===== config.mk =====
export PLATFORM = sky130hd
export DESIGN_NAME = serial_subtractor
export DESIGN_NICKNAME = d
export VERILOG_FILES = /design/src/rtl/serial_subtractor.sv
export SDC_FILE = /design/constraint.sdc
export NUM_CORES = 1
export LEC_CHECK = 0
export CORE_MARGIN = 1
export CORE_UTILIZATION = 45
export DETAILED_ROUTE_END_ITERATION = 7
export PLACE_DENSITY = 0.74
export SYNTH_ARGS = -nofsm -noshare
export SYNTH_HDL_FRONTEND = slang
export SYNTH_SLANG_ARGS = --single-unit

===== constraint.sdc =====
create_clock -name clk -period 9 [get_ports clk]
set_clock_uncertainty 0.1 [all_clocks]
set_input_delay 1.8 -clock clk [delete_from_list [all_inputs] [get_ports clk]]
set_output_delay 1.8 -clock clk [all_outputs]
set_load 0.03 [all_outputs]

===== src/rtl/serial_subtractor.sv =====
// -----------------------------------------------------------------------------
// serial_subtractor
// Bit-serial N-bit two's-complement subtractor, diff = a - b, LSB first,
// one bit per clock. This is the inverse path to the serial adder and uses the
// same load / shift / result flow.
//
// Handshake: operands are accepted at an edge with in_valid=1 while in_ready=1.
// The result is presented with out_valid=1 and is released at an edge with
// out_ready=1.
//
// Ports:
//   clk, rst            rising-edge clock, asynchronous active-high reset
//   in_valid / in_ready operand handshake
//   a, b                minuend / subtrahend (N bits, signed)
//   out_valid/out_ready result handshake
//   diff                a - b mod 2^N
//   borrow              1 when unsigned a < b
//   ovf                 signed overflow
//
// Optional feature, macro SERIAL_SUB_REF_EN:
//   adds diffk / borrowk (parallel reference from the captured operands) and
//   mismatch (1 in DONE when the serial and reference results disagree).
// -----------------------------------------------------------------------------
module serial_subtractor #(
    parameter int unsigned N = 64
) (
    input  logic         clk,
    input  logic         rst,
    input  logic         in_valid,
    output logic         in_ready,
    input  logic [N-1:0] a,
    input  logic [N-1:0] b,
    output logic         out_valid,
    input  logic         out_ready,
    output logic [N-1:0] diff,
    output logic         borrow,
    output logic         ovf
`ifdef SERIAL_SUB_REF_EN
    ,
    output logic [N-1:0] diffk,
    output logic         borrowk,
    output logic         mismatch
`endif
);

    localparam int unsigned CNT_W = (N > 1) ? $clog2(N) : 1;
    localparam logic [CNT_W-1:0] LAST_BIT = CNT_W'(N - 1);

    typedef enum logic [1:0] {
        IDLE  = 2'd0,
        SHIFT = 2'd1,
        DONE  = 2'd2
    } state_t;

    state_t             state_q,     state_d;
    logic [N-1:0]       a_q,         a_d;
    logic [N-1:0]       b_q,         b_d;
    logic [N-1:0]       diff_q,      diff_d;
    logic [CNT_W-1:0]   cnt_q,       cnt_d;
    logic               br_q,        br_d;
    logic               a_msb_q,     a_msb_d;
    logic               b_msb_q,     b_msb_d;
    logic               borrow_q,    borrow_d;
    logic               ovf_q,       ovf_d;
    logic               in_ready_q,  in_ready_d;
    logic               out_valid_q, out_valid_d;

    // Full-subtractor cell for the current bit.
    logic bit_d_c;
    logic br_next_c;
    always_comb begin
        bit_d_c   = a_q[0] ^ b_q[0] ^ br_q;
        br_next_c = (~a_q[0] & b_q[0]) | (~(a_q[0] ^ b_q[0]) & br_q);
    end

`ifdef SERIAL_SUB_REF_EN
    logic [N-1:0] diffk_q,    diffk_d;
    logic         borrowk_q,  borrowk_d;
    logic         mismatch_q, mismatch_d;
    logic [N:0]   ref_c;

    // Parallel reference of the same subtraction, taken at capture.
    always_comb begin
        ref_c = {1'b0, a} - {1'b0, b};
    end
`endif

    // Next-state and next-output logic.
    always_comb begin
        state_d     = state_q;
        a_d         = a_q;
        b_d         = b_q;
        diff_d      = diff_q;
        cnt_d       = cnt_q;
        br_d        = br_q;
        a_msb_d     = a_msb_q;
        b_msb_d     = b_msb_q;
        borrow_d    = borrow_q;
        ovf_d       = ovf_q;
        in_ready_d  = in_ready_q;
        out_valid_d = out_valid_q;
`ifdef SERIAL_SUB_REF_EN
        diffk_d     = diffk_q;
        borrowk_d   = borrowk_q;
        mismatch_d  = mismatch_q;
`endif

        unique case (state_q)
            IDLE: begin
                if (in_valid) begin
                    a_d        = a;
                    b_d        = b;
                    a_msb_d    = a[N-1];
                    b_msb_d    = b[N-1];
                    br_d       = 1'b0;
                    cnt_d      = '0;
                    in_ready_d = 1'b0;
                    state_d    = SHIFT;
`ifdef SERIAL_SUB_REF_EN
                    diffk_d    = ref_c[N-1:0];
                    borrowk_d  = ref_c[N];
`endif
                end
            end

            SHIFT: begin
                diff_d = {bit_d_c, diff_q[N-1:1]};
                a_d    = {1'b0, a_q[N-1:1]};
                b_d    = {1'b0, b_q[N-1:1]};
                br_d   = br_next_c;
                cnt_d  = cnt_q + CNT_W'(1);
                if (cnt_q == LAST_BIT) begin
                    // The bit just produced becomes diff[N-1].
                    cnt_d       = cnt_q;
                    borrow_d    = br_next_c;
                    ovf_d       = (a_msb_q != b_msb_q) && (bit_d_c != a_msb_q);
                    out_valid_d = 1'b1;
                    state_d     = DONE;
`ifdef SERIAL_SUB_REF_EN
                    mismatch_d  = ({br_next_c, bit_d_c, diff_q[N-1:1]} !=
                                   {borrowk_q, diffk_q});
`endif
                end
            end

            DONE: begin
                if (out_ready) begin
                    out_valid_d = 1'b0;
                    in_ready_d  = 1'b1;
                    state_d     = IDLE;
`ifdef SERIAL_SUB_REF_EN
                    mismatch_d  = 1'b0;
`endif
                end
            end

            default: begin
                out_valid_d = 1'b0;
                in_ready_d  = 1'b1;
                state_d     = IDLE;
            end
        endcase
    end

    // State and output registers.
    always_ff @(posedge clk or posedge rst) begin
        if (rst) begin
            state_q     <= IDLE;
            a_q         <= '0;
            b_q         <= '0;
            diff_q      <= '0;
            cnt_q       <= '0;
            br_q        <= 1'b0;
            a_msb_q     <= 1'b0;
            b_msb_q     <= 1'b0;
            borrow_q    <= 1'b0;
            ovf_q       <= 1'b0;
            in_ready_q  <= 1'b1;
            out_valid_q <= 1'b0;
`ifdef SERIAL_SUB_REF_EN
            diffk_q     <= '0;
            borrowk_q   <= 1'b0;
            mismatch_q  <= 1'b0;
`endif
        end else begin
            state_q     <= state_d;
            a_q         <= a_d;
            b_q         <= b_d;
            diff_q      <= diff_d;
            cnt_q       <= cnt_d;
            br_q        <= br_d;
            a_msb_q     <= a_msb_d;
            b_msb_q     <= b_msb_d;
            borrow_q    <= borrow_d;
            ovf_q       <= ovf_d;
            in_ready_q  <= in_ready_d;
            out_valid_q <= out_valid_d;
`ifdef SERIAL_SUB_REF_EN
            diffk_q     <= diffk_d;
            borrowk_q   <= borrowk_d;
            mismatch_q  <= mismatch_d;
`endif
        end
    end

    assign in_ready  = in_ready_q;
    assign out_valid = out_valid_q;
    assign diff      = diff_q;
    assign borrow    = borrow_q;
    assign ovf       = ovf_q;
`ifdef SERIAL_SUB_REF_EN
    assign diffk     = diffk_q;
    assign borrowk   = borrowk_q;
    assign mismatch  = mismatch_q;
`endif

endmodule


==> flow_metrics.tcl <==
set metrics [dict create \
    synth-async-reset-ratio 1.00 \
    drt_wl_total_mm 20.0 \
    rr_endpoint "ovf$_DFFE_PP0P_" \
    finalHoldViolCount 0 \
    outcome "completed" \
    clk_pin_slew_ns 0.06 \
    place_inst 1440 \
    grt_setup_unrepaired "false" \
    critPathRequiredTime_ns 9.31 \
    cellLeakagePower_nw 5.33 \
    drt.antenna.violating_nets 0 \
    grt_pass1_wl_mm 33.7 \
    ff2ff_setup_slack_ns 5.88 \
    fin_crit_sh 0.419 \
    num_io_pins 200 \
    max-vdd-ir-drop_uv 158 \
    coreArea_sq_mm 0.0194 \
    yosys-top-cells-area "dfrtp_1, nand2_1, a31oi_1" \
    final_max_slew_viol_count 0 \
    yosysMostFrequentCell "nand2_1" \
    hold_path_class "register to register" \
    synth_common_cells "nand2_1, dfrtp_1, nor2_1, a31oi_1, buf_2" \
    grt_pass1_vias 6953 \
    slowest_stage "buf_4" \
    fin_cells 1479 \
    via_per_inst 5.02 \
    die_w_microns 143 \
    finalWorstSetupSlack_ns 5.23 \
    post_cts_buffers 0 \
    rows 51 \
    clk_latency_ns 0.50 \
    synth_edf_count 0 \
    drc_errors 0 \
    critPathArrivalTime_ns 4.08 \
    synth_cell_types 35 \
    vias 7425 \
    grt_overflow 0 \
    yosysSeqAreaShare 0.583 \
    syn-num-nets 1176 \
    ys.flop_type "dfrtp_1" \
    fin_setup_tns_ns 0 \
    cts_tree "done" \
    yosys_warnings 0 \
    endpoint_kind "register" \
    slowest_delay_ns 0.75 \
    fin_util 0.601 \
    dpl_worst_slack_ns 4.68 \
    antenna_found_initial 0 \
    cts-root-buf "clkbuf_16" \
    r2r.worst_path.cells 4 \
    crit_fanout 81 \
    cts-htree-levels 1 \
    synth_top_area_share 0.580 \
    fmax_ghz 0.265 \
    fin_nets 1333 \
    synth_area_per_cell_sq_um 8.54 \
    reg2reg_from "state_q[1]$_DFFE_PP0P_" \
    drtPass1Iterations 5 \
    gp_congestion 0.765 \
    clkSinkCount 207 \
    initial_utilization 0.459 \
    port_buffers 199 \
    drive_gt1_frac 0.0428 \
    dp_hpwl_mm 12.3 \
    drt_iter0_drc 407 \
    worstPathCellList "clkdlybuf4s50_1 > or3b_4 > buf_4 > nand2_1 > a31oi_1" \
    syn2layout_area_growth_pct 31.2 \
    cts_made_buffers 22 \
    track_usage 0.202 \
    grt_max_degree 155 \
    p_per_area_mw_per_mm2 317 \
    wl_per_cell_microns 13.5 \
    synth.cell_area_sq_mm 0.00889 \
    final.min_clock_period_ns 3.77 \
    crit_end "b_q[58]$_DFFE_PP0P_" \
    setup-violations-final 0 \
    die_area_sq_mm 0.0203 \
    crit_path_start "in_valid" \
    cts_max_path_buffers 3 \
    crit_type "input port to register" \
    die_h_microns 143 \
    antenna_cells 0 \
    holdBufCountCts 0 \
    yosysTopAreaCell "dfrtp_1" \
    startpoint_type "input port" \
    netlist_instances 1042 \
    maxCapViolCount 0 \
    worst_pin_slew_ns 1.13 \
    slew_headroom 0.248 \
    synth-seq-cells 207 \
    ctsResizeCount 0 \
]
cell type report:
| type | count | area (sq um) |
|---|---|---|
| Sequential cell | 207 | 5180 |
| Clock buffer | 32 | 659 |
| Timing Repair Buffer | 207 | 2050 |
| Fill cell | 1757 | 7730 |
| Inverter | 7 | 33.8 |
| Multi-Input combinational cell | 754 | 3330 |
| Clock inverter | 7 | 73.8 |
| Tap cell | 265 | 332 |
per-layer routing:
layer | vias up | share of wire | global-route usage
met2 | 178 | 0.46 | 0.314
met1 | 3521 | 0.46 | 0.294
met3 | 29 | 0.059 | 0.0370
met5 | - | 0 | 0
li1 | 3697 | - | -
met4 | 0 | 0.015 | 0.0481
critical path, delay by kind of cell:
family	cells	cell delay, ns
compound gates	1	0.22
simple gates	2	0.80
buf+inv	2	1.23
worst min-delay path by stage:
stage | start | endpoint | slack [ns] | cells past startpoint
after floorplan | a_msb_q$_DFFE_PP0P_ | a_msb_q$_DFFE_PP0P_ | 0.36 | 2
after CTS | diff[0]$_DFFE_PP0P_ | diff[0]$_DFFE_PP0P_ | 0.38 | 2
after detailed placement | diff[0]$_DFFE_PP0P_ | diff[0]$_DFFE_PP0P_ | 0.37 | 2
after global routing | a_msb_q$_DFFE_PP0P_ | a_msb_q$_DFFE_PP0P_ | 0.42 | 2
after global placement | diff[0]$_DFFE_PP0P_ | diff[0]$_DFFE_PP0P_ | 0.36 | 2
final | diff[0]$_DFFE_PP0P_ | diff[0]$_DFFE_PP0P_ | 0.38 | 2
state kept, by name, indices dropped and copies added, names as in the netlist:
register / count
a_q: 64
b_q: 64
diff: 64
cnt_q: 6
state_q: 2
a_msb_q: 1
b_msb_q: 1
borrow: 1
br_q: 1
in_ready: 1
out_valid: 1
ovf: 1
cells in the final DEF, fill, tap and decap left out, drive strengths merged, types with 2 or more instances in the layout:
master and n:
a21oi 2, clkbuf 32, nand2b 3, o22ai 2, xor2 2, inv 8, nor2b 4, dfrtp 206
nand2 456, o21ai 8, mux2i 3, clkdlybuf4s50 199, nand3 3, o311ai 2, clkinvlp 4, buf 8
a31oi 126, nor2 129
logic make-up (layout without fill, tap and decap cells):
logic type,after synthesis,in the layout,share of synthesized area
AND/OR/NAND/NOR,602,602,0.260
flip-flops,207,207,0.583
AO/OA/AOI/OAI,144,144,0.102
buffers and inverters,81,253,0.0453
multiplexers,4,4,0.00464
adder cells (fa/ha/maj),2,2,0.00366
XOR/XNOR,2,2,0.00197
where the power goes:
| part | switching [mW] | internal (mW) | total [mW] |
|---|---|---|---|
| clock network | 0.369 | 0.539 | 0.908 |
| logic | 0.757 | 0.515 | 1.27 |
| registers | 0.225 | 1.30 | 1.52 |
| total | 1.35 | 2.35 | 3.70 |
metrics by stage:
step | cell area [sq um] | hold WS [ns] | total power [mW]
4_1_cts | 11700 | 0.380 | 3.74
2_1_floorplan | 8890 | 0.358 | 2.40
6_report | 11700 | 0.380 | 3.70
3_5_place_dp | 10900 | 0.366 | 2.82
3_3_place_gp | 10900 | 0.356 | 2.77
5_1_grt | 11700 | 0.415 | 3.97
Power figures use the tool's default switching activity.
